==> src/rtl/dcp_pkg.sv <==
// Shared definitions for the debug control processor (DCP) register-dump path.
// Contents:
//   TX_WORD / TX_CHAR   item type codes understood by the UART TX arbiter
//   CHAR_CR / CHAR_LF   line terminator characters sent after a dump
//   dump_state_t        state encoding of the dcp_reg_dump sequencer
package dcp_pkg;

    localparam logic [1:0] TX_CHAR = 2'b00;
    localparam logic [1:0] TX_WORD = 2'b01;

    localparam logic [7:0] CHAR_CR = 8'h0D;
    localparam logic [7:0] CHAR_LF = 8'h0A;

    typedef enum logic [3:0] {
        ST_IDLE,
        ST_SNAP,
        ST_SEND,
        ST_WAIT,
        ST_CR,
        ST_WAIT_CR,
        ST_LF,
        ST_WAIT_LF,
        ST_DONE
    } dump_state_t;

endpackage

==> src/rtl/dcp_reg_dump.sv <==
// Register-dump engine: on start, freezes NUM_REGS registers and streams them
// in index order to the UART TX arbiter (req/ack), then sends CR/LF and pulses
// finish. abort cancels a running dump (finish still pulses, no terminator).
//
// Build option: DCP_DUMP_MASK_EN adds the reg_mask port; registers whose mask
// bit is 0 are skipped without a bus cycle. Without it every register is sent.
//
// Ports:
//   clk       system clock, rising edge
//   rstn      asynchronous active-low reset
//   start     1-cycle dump command (ignored while a dump runs)
//   abort     1-cycle cancel of a running dump
//   regs      flat register bus, reg i = regs[i*DATA_W +: DATA_W]
//   reg_mask  (DCP_DUMP_MASK_EN only) 1 = include reg i
//   req_tx    transfer request, held until ack_tx
//   type_tx   TX_WORD or TX_CHAR
//   dout      word payload or zero-extended character
//   ack_tx    arbiter accepted the current item
//   busy      dump in progress
//   finish    1-cycle pulse at dump completion or abort
//
// state      | meaning
// -----------+-----------------------------------------------
// ST_IDLE    | waiting for start
// ST_SNAP    | mask latched, first enabled register located
// ST_SEND    | load word item for snap[idx]
// ST_WAIT    | word request outstanding, waiting for ack
// ST_CR      | load CR character item
// ST_WAIT_CR | CR request outstanding
// ST_LF      | load LF character item
// ST_WAIT_LF | LF request outstanding
// ST_DONE    | finish pulse, back to idle
module dcp_reg_dump
    import dcp_pkg::*;
#(
    parameter int NUM_REGS = 9,
    parameter int DATA_W   = 32
) (
    input  logic                       clk,
    input  logic                       rstn,
    input  logic                       start,
    input  logic                       abort,
    input  logic [NUM_REGS*DATA_W-1:0] regs,
`ifdef DCP_DUMP_MASK_EN
    input  logic [NUM_REGS-1:0]        reg_mask,
`endif
    output logic                       req_tx,
    output logic [1:0]                 type_tx,
    output logic [DATA_W-1:0]          dout,
    input  logic                       ack_tx,
    output logic                       busy,
    output logic                       finish
);

    localparam int IDX_W = (NUM_REGS > 1) ? $clog2(NUM_REGS) : 1;

    dump_state_t          state, state_nxt;
    logic [IDX_W-1:0]     idx, idx_nxt;
    logic [DATA_W-1:0]    snap [NUM_REGS];
    logic [NUM_REGS-1:0]  en_mask;
    logic [NUM_REGS-1:0]  live_mask;
    logic [IDX_W:0]       hit;
    logic                 req_nxt, busy_nxt, finish_nxt;
    logic [1:0]           type_nxt;
    logic [DATA_W-1:0]    dout_nxt;

`ifdef DCP_DUMP_MASK_EN
    assign live_mask = reg_mask;
`else
    assign live_mask = '1;
`endif

    // Lowest set bit of m at or above position from; MSB of result = found.
    function automatic logic [IDX_W:0] find_en(input logic [NUM_REGS-1:0] m, input int from);
        logic [IDX_W:0] r;
        r = '0;
        for (int i = NUM_REGS - 1; i >= 0; i--) begin
            if (i >= from && m[i]) r = {1'b1, IDX_W'(i)};
        end
        return r;
    endfunction

    always_ff @(posedge clk or negedge rstn) begin
        if (!rstn) begin
            state   <= ST_IDLE;
            idx     <= '0;
            en_mask <= '0;
            req_tx  <= 1'b0;
            type_tx <= 2'b00;
            dout    <= '0;
            busy    <= 1'b0;
            finish  <= 1'b0;
        end else begin
            state   <= state_nxt;
            idx     <= idx_nxt;
            req_tx  <= req_nxt;
            type_tx <= type_nxt;
            dout    <= dout_nxt;
            busy    <= busy_nxt;
            finish  <= finish_nxt;
            if (state == ST_SNAP) en_mask <= live_mask;
        end
    end

    // The register image is frozen on the very edge that accepts start, so any
    // change to regs from the SNAP cycle onwards cannot reach the output.
    always_ff @(posedge clk or negedge rstn) begin
        if (!rstn) begin
            for (int i = 0; i < NUM_REGS; i++) snap[i] <= '0;
        end else if (state == ST_IDLE && start) begin
            for (int i = 0; i < NUM_REGS; i++) snap[i] <= regs[i*DATA_W +: DATA_W];
        end
    end

    always_comb begin
        state_nxt = state;
        idx_nxt   = idx;
        req_nxt   = 1'b0;
        type_nxt  = type_tx;
        dout_nxt  = dout;
        hit       = '0;
        case (state)
            ST_IDLE: if (start) state_nxt = ST_SNAP;
            ST_SNAP: begin
                hit       = find_en(live_mask, 0);
                idx_nxt   = hit[IDX_W-1:0];
                state_nxt = hit[IDX_W] ? ST_SEND : ST_CR;
            end
            ST_SEND: begin
                req_nxt   = 1'b1;
                type_nxt  = TX_WORD;
                dout_nxt  = snap[idx];
                state_nxt = ST_WAIT;
            end
            ST_WAIT: begin
                req_nxt = 1'b1;
                if (ack_tx) begin
                    req_nxt   = 1'b0;
                    hit       = find_en(en_mask, int'(idx) + 1);
                    idx_nxt   = hit[IDX_W] ? hit[IDX_W-1:0] : idx;
                    state_nxt = hit[IDX_W] ? ST_SEND : ST_CR;
                end
            end
            ST_CR: begin
                req_nxt   = 1'b1;
                type_nxt  = TX_CHAR;
                dout_nxt  = DATA_W'(CHAR_CR);
                state_nxt = ST_WAIT_CR;
            end
            ST_WAIT_CR: begin
                req_nxt = !ack_tx;
                if (ack_tx) state_nxt = ST_LF;
            end
            ST_LF: begin
                req_nxt   = 1'b1;
                type_nxt  = TX_CHAR;
                dout_nxt  = DATA_W'(CHAR_LF);
                state_nxt = ST_WAIT_LF;
            end
            ST_WAIT_LF: begin
                req_nxt = !ack_tx;
                if (ack_tx) state_nxt = ST_DONE;
            end
            ST_DONE: state_nxt = ST_IDLE;
            default: state_nxt = ST_IDLE;
        endcase
        // Abort overrides everything, including an ack arriving in the same cycle.
        if (abort && state != ST_IDLE && state != ST_DONE) begin
            state_nxt = ST_DONE;
            req_nxt   = 1'b0;
        end
        busy_nxt   = (state_nxt != ST_IDLE) && (state_nxt != ST_DONE);
        finish_nxt = (state_nxt == ST_DONE);
    end

endmodule
==> config.mk <==
export PLATFORM = sky130hd
export DESIGN_NAME = dcp_reg_dump
export DESIGN_NICKNAME = d
export VERILOG_FILES = /design/src/rtl/dcp_pkg.sv /design/src/rtl/dcp_reg_dump.sv
export SDC_FILE = /design/constraint.sdc
export NUM_CORES = 1
export LEC_CHECK = 0
export CAP_MARGIN = 20
export CORE_MARGIN = 5
export CORE_UTILIZATION = 46
export DETAILED_ROUTE_END_ITERATION = 10
export PLACE_DENSITY = 0.87
export SLEW_MARGIN = 20
export SYNTH_ARGS = -nofsm -noshare
export SYNTH_HDL_FRONTEND = slang
export SYNTH_SLANG_ARGS = --single-unit
==> constraint.sdc <==
create_clock -name clk -period 2.1 [get_ports clk]
set_input_delay 0.525 -clock clk [delete_from_list [all_inputs] [get_ports clk]]
set_output_delay 0.525 -clock clk [all_outputs]
set_load 0.05 [all_outputs]
==> summary.md <==
| Metric | Value |
|---|---|
| Top cell type's share of synthesized area | `0.5612` |
| P_leak | `8.447 nW` |
| Die height | `189.7 microns` |
| Placeable Area | `between 30000 and 40000 sq um` |
| Clock transition at path regs | `0.06 ns` |
| Share of cells above drive strength 1 | `0.3356` |
| Routed vias | `approximately 10000` |
| PwrDens | `1433 nW/um^2` |
| Status | `complete, no violations` |
| Final Cycle Share | `0.9859` |
| Cell family with most CP delay | `flip-flops` |
| CP bufs+invs | `1` |
| Fin. max-slew vios | `0` |
| Vias in the first global route | `approximately 12000` |
| Worst Setup Start Kind | `flop` |
| Die area | `35970 sq um` |
| Layout Nets | `1716` |
| Via density | `5.595` |
| Total power | `29.11 mW` |
| Initial DRC Count | `416` |
| Area after DPL | `18960 sq um` |
| Placed cells | `1777` |
| Largest net degree at the start of global routing | `68` |
| Cells along the critical path | `ha_4 -> buf_4 -> and3b_1 -> o211ai_1 -> a41o_1 -> mux2_1` |
| Worst-Skew Late Latency | `0.51 ns` |
| Port-buffer cells | `between 300 and 400` |
| Crit-path max FO | `8` |
| Reg2reg end | `idx[0]$_DFFE_PN0P_` |
| CP Capture Type | `flop` |
| I/O pin count | `330` |
| Async set-reset flop share out of synthesis | `1.000` |
| Main synth FF type | `dfrtp_1` |
| Layout area overhead | `36.76%` |
| Fmax | `0.4830 GHz` |
| Final Hold Viols | `0` |
| Min Hold Slack | `0.4992 ns` |
| Clock Path Buffers | `3` |
| Die width | `between 150 and 200 microns` |
| Remaining Overflow, GRT | `0` |
| Design Area, Final | `~20000 sq um` |
| Max-cap violations | `0` |
| Final HPWL DP | `31020 microns` |
| Max incr delay on CP | `0.57 ns` |
| #FFs+latches synth | `roughly 330` |
| Minimum clock period | `2.070 ns` |
| Root buffer cell | `clkbuf_16` |
| H-tree Lvls | `2` |
| Yosys top cell by area | `dfrtp_1` |
| Clock tree from TritonCTS | `done` |
| Fin cells | `1863` |
| Mean routed wirelength per cell | `~23 microns` |
| Row cnt | `65` |
| Number of synthesized flops with an enable pin | `0` |
| R2R Setup Slk | `between 0.02 and 0.03 ns` |
| Critical Path RT | `2.49 ns` |
| CP Capture Point | `idx[0]$_DFFE_PN0P_` |
| Worst Path Arrival | `2.46 ns` |
| Warnings, synthesis | `0` |
| Syn Nets | `1357` |
| Slowest cell on the critical path | `dfrtp_4` |
| Register area share after synthesis | `0.5612` |
| First-pass GRT wire length | `roughly 66000 microns` |
| Final setup vio count | `0` |
| CTS Buf Count | `37` |
| Post-Syn Area | `14850 sq um` |
| Relative slew slack | `0.6124` |
| Setup Skew | `0.01570 ns` |
| Total track usage | `0.2322` |
| Least-Margin Pin Slew | `0.5814 ns` |
| R2R depth | `6` |
| Reg-to-Reg Start | `idx[0]$_DFFE_PN0P_` |
| Critical path depth | `6` |
| Drt total wl | `42440 microns` |
| Clock sink total | `between 300 and 400` |
| Synthesized instance count | `1061` |
| Critical path origin | `idx[0]$_DFFE_PN0P_` |
| VDD IR max | `0.0007190 V` |
| Drt pass-1 iters | `4` |
| Library cells used by synthesis | `between 40 and 50` |
| Initial Utilization | `0.4681` |
| Setup CP Type | `flop to flop` |
| RSZ-0062 raised after global routing | `true` |
| Top cells by area, synth | `dfrtp_1, mux2_2, mux4_2` |
| Final GP Congestion | `between 0.8 and 0.9` |
| Hold WC Path Type | `input pin to async pin` |
| Syn Area/Cell | `13.99 sq um` |
| ANT nets after route | `0` |
| Initial antenna violation count | `13` |
| Residual DRC | `0` |
-- report_power, final --
group	switching [mW]	internal, mW	total [mW]
logic	5.07	6.14	11.2
registers	1.80	9.66	11.5
clock network	2.60	3.84	6.45
-- layout by cell type, fill, tap and decap left out, types with 4 or more instances in the layout --
cell type / count
clkbuf_16: 38
mux2_1: 4
clkbuf_8: 6
mux2i_1: 62
o21ai_0: 31
nand2_1: 13
buf_12: 20
buf_4: 58
mux2_2: 285
a22oi_1: 28
dlygate4sd2_1: 23
o21ai_1: 6
nor2_2: 6
clkinv_2: 10
diode_2: 13
a21oi_1: 65
inv_1: 4
dfrtp_1: 331
nor2_1: 40
mux4_2: 34
nand3_1: 30
clkdlybuf4s50_1: 291
-- through the flow --
| step | setup TNS, ns | util | setup slack (ns) |
|---|---|---|---|
| after global placement | 0 | 0.5979 | 0.08957 |
| after floorplan | 0 | - | 0.008765 |
| final | 0 | 0.6402 | 0.02962 |
| after detailed placement | -0.06618 | 0.5979 | -0.06618 |
| after CTS | 0 | 0.6369 | 0.02850 |
| after global routing | -0.07378 | 0.6401 | -0.02117 |
-- kinds of logic (layout without fill, tap and decap cells) --
| family | after synthesis | after routing | synth area share |
|---|---|---|---|
| buffers and inverters | 81 | 468 | 0.02806 |
| other | 1 | 14 | 0.0002526 |
| adder cells (fa/ha/maj) | 3 | 3 | 0.002528 |
| multiplexers | 386 | 386 | 0.3135 |
| AO/OA/AOI/OAI | 151 | 151 | 0.05983 |
| XOR/XNOR | 3 | 3 | 0.001770 |
| flip-flops | 333 | 333 | 0.5612 |
| AND/OR/NAND/NOR | 103 | 103 | 0.03287 |
-- state kept, by name (all words and copies together) (netlist names) --
signal	flops
en_mask	1
req_tx	1
dout	32
idx	4
busy	1
finish	1
state	4
type_tx	1
snap	288
-- area by class of cell --
| cell class | instances | area, sq um |
|---|---|---|
| clock inverter | 21 | 206.4 |
| sequential | 333 | 8338 |
| clock buffer | 46 | 1020 |
| inverter | 4 | 15.01 |
| antenna | 13 | 32.53 |
| fill | 2265 | 11410 |
| tap | 402 | 503.0 |
| timing repair buffer | 397 | 4023 |
| multi-input combinational | 647 | 6168 |
-- cell usage after synthesis (all sizes together), types with 2 or more instances --
cell type	number
nand2	13
nand3	32
dfrtp	333
a22oi	28
a31o	2
ha	3
buf	57
nor2	46
nor4b	2
clkbuf	20
mux4	34
nor2b	2
a221oi	2
mux2	289
mux2i	63
o211ai	3
a21o	2
a22o	2
inv	4
a2bb2oi	2
o21ai	37
a21oi	66
and3b	2
xor2	2
-- worst min-delay path by stage --
stage	start	to	slack, ns	depth (start not counted)
finish	rstn	snap[66]$_DFFE_PN0P_	0.50	2
global route	snap[79]$_DFFE_PN0P_	snap[79]$_DFFE_PN0P_	0.51	1
CTS	rstn	snap[40]$_DFFE_PN0P_	0.50	2
detailed placement	rstn	snap[66]$_DFFE_PN0P_	0.44	1
global placement	rstn	snap[66]$_DFFE_PN0P_	0.44	1
floorplan	rstn	busy$_DFF_PN0_	0.23	0
-- metal layers --
layer  track usage  routed length (microns)  vias to the layer above
li1              -                        -                     4624
met1        0.3132                    17870                     5334
met2        0.3726                    20390                      368
met3       0.04385                     2393                       96
met4       0.09766                     1778                        2
met5             0                        7                        -
-- repair_timing --
item / 4_1_cts / 5_1_grt
cloned: 0 / 1
gates resized for setup: 25 / 11
setup endpoints to repair: 25 / 14
hold buffers: 1 / 0
pin swaps: 0 / 3
setup buffers: 3 / 1
hold endpoints to repair: 31 / 0
Note: power is estimated with default switching activity, not from simulation.
